`src/rtl/dma_timing_ctrl.sv`:
```
// ---------------------------------------------------------------------------
// dma_timing_ctrl
//
// Transfer-timing state machine for an 8237A-style DMA controller. It runs
// the HRQ/HLDA bus handshake with the CPU and then sequences each transfer
// through SI/S0/S1/S2/S3/S4. All outputs are registered: each one is decoded
// from the state being entered, so it changes cleanly on the clock edge.
//
// Ports
//   CLK            system clock, rising edge
//   RESET          asynchronous active-low reset
//   valid_dreq     registered valid requests from the priority stage
//   grant          one-hot priority grant; zero means no winner
//   hlda           hold acknowledge from the CPU
//   cmd_disable    1 = controller disabled (no new services are started)
//   mode_xfer      per-channel transfer type, 2 bits per channel
//                  (00 verify, 01 write, 10 read, 11 verify)
//   mode_svc       per-channel service mode, 2 bits per channel
//                  (00 demand, 01 single, 10 block, 11 single)
//   tc_in          terminal count for the active channel, sampled in S3
//   eop_in_n       external end-of-process, active-low, sampled in S3
//   upper_addr_chg 1 = the next address changes A[15:8], so S1 is needed
//   tc_clr         status-register read strobe; clears tc_status
//   hrq            hold request
//   validDACK      DACK-valid qualifier for the active channel (S2..S4)
//   active_ch      channel latched for the current service
//   aen, adstb     address enable / upper-address strobe
//   memr_n, memw_n, ior_n, iow_n  active-low bus commands
//   count_step     one-cycle pulse in S4: decrement count, step address
//   eop_out_n      active-low EOP, driven in the S4 that reaches terminal count
//   tc_status      sticky per-channel terminal-count bits
// ---------------------------------------------------------------------------
module dma_timing_ctrl #(
  parameter int NUM_CH = 4,
  parameter int CH_W   = 2
) (
  input  logic                  CLK,
  input  logic                  RESET,
  input  logic [NUM_CH-1:0]     valid_dreq,
  input  logic [NUM_CH-1:0]     grant,
  input  logic                  hlda,
  input  logic                  cmd_disable,
  input  logic [2*NUM_CH-1:0]   mode_xfer,
  input  logic [2*NUM_CH-1:0]   mode_svc,
  input  logic                  tc_in,
  input  logic                  eop_in_n,
  input  logic                  upper_addr_chg,
  input  logic                  tc_clr,
  output logic                  hrq,
  output logic                  validDACK,
  output logic [CH_W-1:0]       active_ch,
  output logic                  aen,
  output logic                  adstb,
  output logic                  memr_n,
  output logic                  memw_n,
  output logic                  ior_n,
  output logic                  iow_n,
  output logic                  count_step,
  output logic                  eop_out_n,
  output logic [NUM_CH-1:0]     tc_status
);

  typedef enum logic [2:0] {
    ST_SI,   // idle, bus not requested
    ST_S0,   // hrq raised, waiting for hlda
    ST_S1,   // upper address strobe
    ST_S2,   // read-side command
    ST_S3,   // write-side command, sample tc / eop
    ST_S4    // commands off, step count/address
  } state_t;

  state_t state;
  state_t state_nxt;

  logic              tc_seen;     // tc_in sampled in the last S3
  logic              eop_seen;    // eop_in_n low sampled in the last S3
  logic [1:0]        xfer;
  logic [1:0]        svc;
  logic              is_read;
  logic              is_write;
  logic              end_service;
  logic              tc_set;
  logic [NUM_CH-1:0] tc_set_mask;

  // Lowest set bit of the grant vector; the grant is one-hot in practice.
  function automatic logic [CH_W-1:0] encode(input logic [NUM_CH-1:0] g);
    encode = '0;
    for (int i = NUM_CH - 1; i >= 0; i--) begin
      if (g[i]) encode = CH_W'(i);
    end
  endfunction

  // Mode fields of the latched channel. active_ch is already stable when
  // S2 is entered, so the command decode below always sees the right type.
  assign xfer     = mode_xfer[{active_ch, 1'b0} +: 2];
  assign svc      = mode_svc[{active_ch, 1'b0} +: 2];
  assign is_read  = (xfer == 2'b10);
  assign is_write = (xfer == 2'b01);

  // Terminal count lands on the S3 -> S4 edge. Only reached when hlda is
  // still held, otherwise the service is abandoned without a step.
  assign tc_set = (state == ST_S3) && hlda && tc_in;

  // NOTE: every signal driven here gets a default first, so no path through
  // the block leaves it unassigned and no latch is inferred.
  always_comb begin
    tc_set_mask            = '0;
    tc_set_mask[active_ch] = tc_set;

    // Service ends after S4 on tc, external EOP, a disable request, single
    // mode (svc[0] covers 01 and 11), or a demand request that went away.
    end_service = tc_seen || eop_seen || cmd_disable || svc[0] ||
                  ((svc == 2'b00) && !valid_dreq[active_ch]);

    state_nxt = state;
    unique case (state)
      ST_SI: if (!cmd_disable && (|valid_dreq)) state_nxt = ST_S0;
      ST_S0: begin
        if (hlda && (|grant))     state_nxt = ST_S1;
        else if (!(|valid_dreq))  state_nxt = ST_SI;
      end
      ST_S1: state_nxt = hlda ? ST_S2 : ST_SI;
      ST_S2: state_nxt = hlda ? ST_S3 : ST_SI;
      ST_S3: state_nxt = hlda ? ST_S4 : ST_SI;
      ST_S4: begin
        if (!hlda || end_service) state_nxt = ST_SI;
        else if (upper_addr_chg)  state_nxt = ST_S1;
        else                      state_nxt = ST_S2;
      end
      default: state_nxt = ST_SI;
    endcase
  end

  // NOTE: sequential state uses non-blocking assignments so every register
  // samples the pre-edge values, independent of statement order.
  always_ff @(posedge CLK or negedge RESET) begin
    if (!RESET) begin
      state      <= ST_SI;
      hrq        <= 1'b0;
      validDACK  <= 1'b0;
      active_ch  <= '0;
      aen        <= 1'b0;
      adstb      <= 1'b0;
      memr_n     <= 1'b1;
      memw_n     <= 1'b1;
      ior_n      <= 1'b1;
      iow_n      <= 1'b1;
      count_step <= 1'b0;
      eop_out_n  <= 1'b1;
      tc_status  <= '0;
      tc_seen    <= 1'b0;
      eop_seen   <= 1'b0;
    end else begin
      state <= state_nxt;

      // Outputs decoded from the state being entered.
      hrq        <= (state_nxt != ST_SI);
      aen        <= state_nxt inside {ST_S1, ST_S2, ST_S3, ST_S4};
      adstb      <= (state_nxt == ST_S1);
      validDACK  <= state_nxt inside {ST_S2, ST_S3, ST_S4};
      // The read-side strobe opens in S2 and is held through S3; the
      // write-side strobe is S3 only.
      memr_n     <= !(is_read  && (state_nxt inside {ST_S2, ST_S3}));
      ior_n      <= !(is_write && (state_nxt inside {ST_S2, ST_S3}));
      iow_n      <= !(is_read  && (state_nxt == ST_S3));
      memw_n     <= !(is_write && (state_nxt == ST_S3));
      count_step <= (state_nxt == ST_S4);
      eop_out_n  <= !tc_set;

      // Channel is captured once per service and frozen until SI.
      if ((state == ST_S0) && (state_nxt == ST_S1)) active_ch <= encode(grant);

      if (state == ST_S3) begin
        tc_seen  <= tc_in;
        eop_seen <= !eop_in_n;
      end

      // A same-cycle set overrides the clear.
      tc_status <= (tc_clr ? '0 : tc_status) | tc_set_mask;
    end
  end

endmodule

```
`config.mk`:
```
export PLATFORM = sky130hd
export DESIGN_NAME = dma_timing_ctrl
export DESIGN_NICKNAME = d
export VERILOG_FILES = /design/src/rtl/dma_timing_ctrl.sv
export SDC_FILE = /design/constraint.sdc
export NUM_CORES = 1
export LEC_CHECK = 0
export BUFFER_PORTS_ARGS = -buffer_cell sky130_fd_sc_hd__buf_2
export CORE_MARGIN = 8
export CORE_UTILIZATION = 49
export DETAILED_ROUTE_END_ITERATION = 8
export PLACE_DENSITY = 0.94
export SYNTH_ARGS = -nofsm -noshare
export SYNTH_HDL_FRONTEND = slang
export SYNTH_SLANG_ARGS = --single-unit
```
`constraint.sdc`:
```
create_clock -name CLK -period 2.45 [get_ports CLK]
set_input_delay 0.245 -clock CLK [delete_from_list [all_inputs] [get_ports CLK]]
set_output_delay 0.245 -clock CLK [all_outputs]
set_load 0.02 [all_outputs]
```
==> results.tsv <==
stage	metric	value	unit
run_status	status	finished, final reports clean	
floorplanning	fp.dieH	61.9	um
place	place.gp.congestion	0.797	
finish	area_growth	27.9	%
clock_tree	cts_resized	0	
finish	layout_common_cells	buf_2 (47), dfrtp_1 (16), nand2_1 (9)	
route	drc	0	
power_and_ir_drop	total_power	1.14	mW
grt	grt_start_max_net_pins	22	
floorplanning	num_io_pins	48	
sta	period_share	0.795	
sta	setup_viol	0	
setup_path	reg2reg_slack	0.50	ns
clock_tree	clock_path_buffers	2	
clock_tree	htreeDepth	1	
clock_tree	postCtsHoldBufs	1	
setup_path	crit_chain	mux4_2 -> or3_1 -> o21ai_2 -> a31o_1	
synthesis	ys_types	38	
synthesis	yosysWarnings	0	
setup_path	crit_type	reg2reg	
synthesis	synth_adder_area_share	0	
finish	final_nets	173	
flow_run	maxCapViolCount	0	
setup_path	arrival	2.19	ns
finish	drive_above_1_share	0.443	
grt	antenna_found_initial	0	
place	port_buffers	47	
setup_path	worst-path-max-fanout	10	
clock_tree	insertion_delay	0.30	ns
synthesis	ys_seq_elements	21	
finish	fillers	162	
synthesis	synth_cells	90	
route	dr.pass1.iters	4	
synthesis	muxShareOfSynthArea	0.119	
grt	grt-ovfl-total	0	
setup_path	crit_path_end_kind	flip-flop	
setup_path	cp_slowest_cell	dfrtp_1	
sta	final_hold_viol_count	0	
power_and_ir_drop	power.density	867	mW/mm2
worst_hold_path	hold_class	in2reg	
synthesis	synth_top_area_share	0.388	
sta	post-route-min-period	1.95	ns
route	drtAntennaViolNets	0	
floorplanning	row_count	16	
finish	diodes	0	
route	wire_per_inst	17.1	um
power_and_ir_drop	leakagePower	0.638	nW
clock_tree	cts_setup_buffers	0	
synthesis	syn_nets	122	
sta	final-max-slew-violation-count	0	
clock_tree	tritoncts	yes	
setup_path	slowest_delay	0.59	ns
setup_path	startpoint_type	flip-flop	
floorplanning	die_area	0.00383	mm2
clock_tree	cts-root-buf	clkbuf_4	
sta	rsz0062_at_grt	false	
synthesis	synth_xor_area_frac	0.00848	
synthesis	synth_top_family_by_area	simple AND/OR/NAND/NOR gates	
route	num_vias	955	
clock_tree	cts.clk_slew.worst_paths	0.11	ns
route	via_per_inst	5.72	
synthesis	synth_compound_area_frac	0.101	
grt	grt_usage	0.151	
grt	grt_pass1_vias	964	
grt	grt_pass1_wl	4.28	mm
floorplanning	start_util	0.521	
sta	max_slew.worst_pin.slew	0.528	ns
finish	layout_commonest_cell	buf_2	
synthesis	yosysSeqAreaShare	0.515	
synthesis	synthSimpleGateAreaFrac	0.213	
sta	clock_skew	0.00484	ns
synthesis	syn_area_per_cell	11.5	um2
floorplanning	dieWidth	61.9	um
synthesis	yosysTopAreaCell	dfrtp_1	
route	wl	2.85	mm
sta	fmax	514	MHz
route	drtIter0Drc	55	
synthesis	synthTopCellsByArea	dfrtp_1 (39%), dfstp_2 (13%), mux4_1 (7.6%), nand2_1 (3.3%), inv_1 (2.5%)	
clock_tree	numClockSinks	21	
sta	tns	0	ns
finish	multi_input_area	455	um2
floorplanning	core_area	0.00198	mm2
power_and_ir_drop	vdd_ir_drop_max	0.000472	V
clock_tree	cts_buffers	3	
finish	register_area	532	um2
synthesis	netlist_area	0.00103	mm2
place	dp_hpwl	2.29	mm
setup_path	critical_path_required	2.69	ns
sta	relSlewSlack	0.647	
==> state kept, by name, indices dropped and copies added, names as in the netlist <==
name	count
active_ch	2
adstb	1
aen	1
count_step	1
eop_out_n	1
eop_seen	1
hrq	1
ior_n	1
iow_n	1
memr_n	1
memw_n	1
state	3
tc_seen	1
tc_status	4
validDACK	1
==> logic make-up after synthesis <==
group	Yosys count
buf+inv	9
simple gates	38
flops	21
compound gates	15
mux	6
xor+xnor	1
==> cell type report <==
class,instances,share of cell area
tap,27,0.0256
timing repair buffer,48,0.186
multi-input combinational,60,0.345
inverter,7,0.0199
clock inverter,1,0.00379
clock buffer,3,0.0171
sequential,21,0.403
==> Yosys cell counts <==
library cell and number:
a31o_1 1, buf_6 1, o41a_1 1, and3_1 1
and4bb_2 1, o22ai_1 2, xnor2_1 1, and4b_1 1
o41ai_1 1, and2_1 1, or3_1 1, dfstp_2 5
nand3b_1 1, o32ai_1 1, a21oi_1 4, a211oi_1 1
o21ai_2 1, inv_1 7, nor2b_1 2, nand2b_1 1
nand2_1 9, o31ai_1 1, nor3b_1 3, or3b_2 1
or4bb_1 1, buf_4 1, nand3_1 2, mux4_1 3
nor2_1 7, nor3_1 1, mux2_2 1, mux4_2 1
nor3_2 1, dfrtp_1 16, nor4_1 1, o21ai_0 2
mux2i_1 1, nand4_1 3
==> where the power goes <==
part / switching (mW) / internal, mW / total (mW)
sequential: 0.102 / 0.438 / 0.541
clock: 0.100 / 0.0608 / 0.161
combinational: 0.237 / 0.206 / 0.442
==> path summary, 6_finish.rpt <==
check,cells past startpoint,to,start
min in group asynchronous,2,active_ch[0],RESET
worst max register to register,4,validDACK,active_ch[0]
worst min register to register,1,tc_seen,tc_seen
max in group asynchronous,2,iow_n,RESET
worst max-delay path,4,validDACK,active_ch[0]
worst min-delay path,2,eop_seen,eop_in_n
==> metal layers <==
metal  vias to the layer above  wire length, um  GRT usage
met2                        65             1440      0.284
met5                         -                0          0
li1                        434                -          -
met4                         0               35     0.0649
met3                         4              280     0.0247
met1                       452             1090      0.162
==> per-stage QoR <==
stage / util / instances / hold slack, ns / setup slack [ns] / cell area, um2
after floorplan: - / 90 / -0.0506 / 0.595 / 1030
after global placement: 0.647 / 162 / 0.206 / 0.617 / 1280
after detailed placement: 0.647 / 162 / 0.211 / 0.549 / 1280
after CTS: 0.666 / 167 / 0.0967 / 0.532 / 1320
after global routing: 0.666 / 167 / 0.109 / 0.449 / 1320
final: 0.666 / 167 / 0.104 / 0.503 / 1320
==> worst max-delay path: cells and delay by family, from the launching register on <==
family	cells	cell delay (ns)
mux	1	0.57
compound gates	2	0.33
simple gates	1	0.39
flops	1	0.59
No activity file was read; power rests on OpenSTA's default activity.
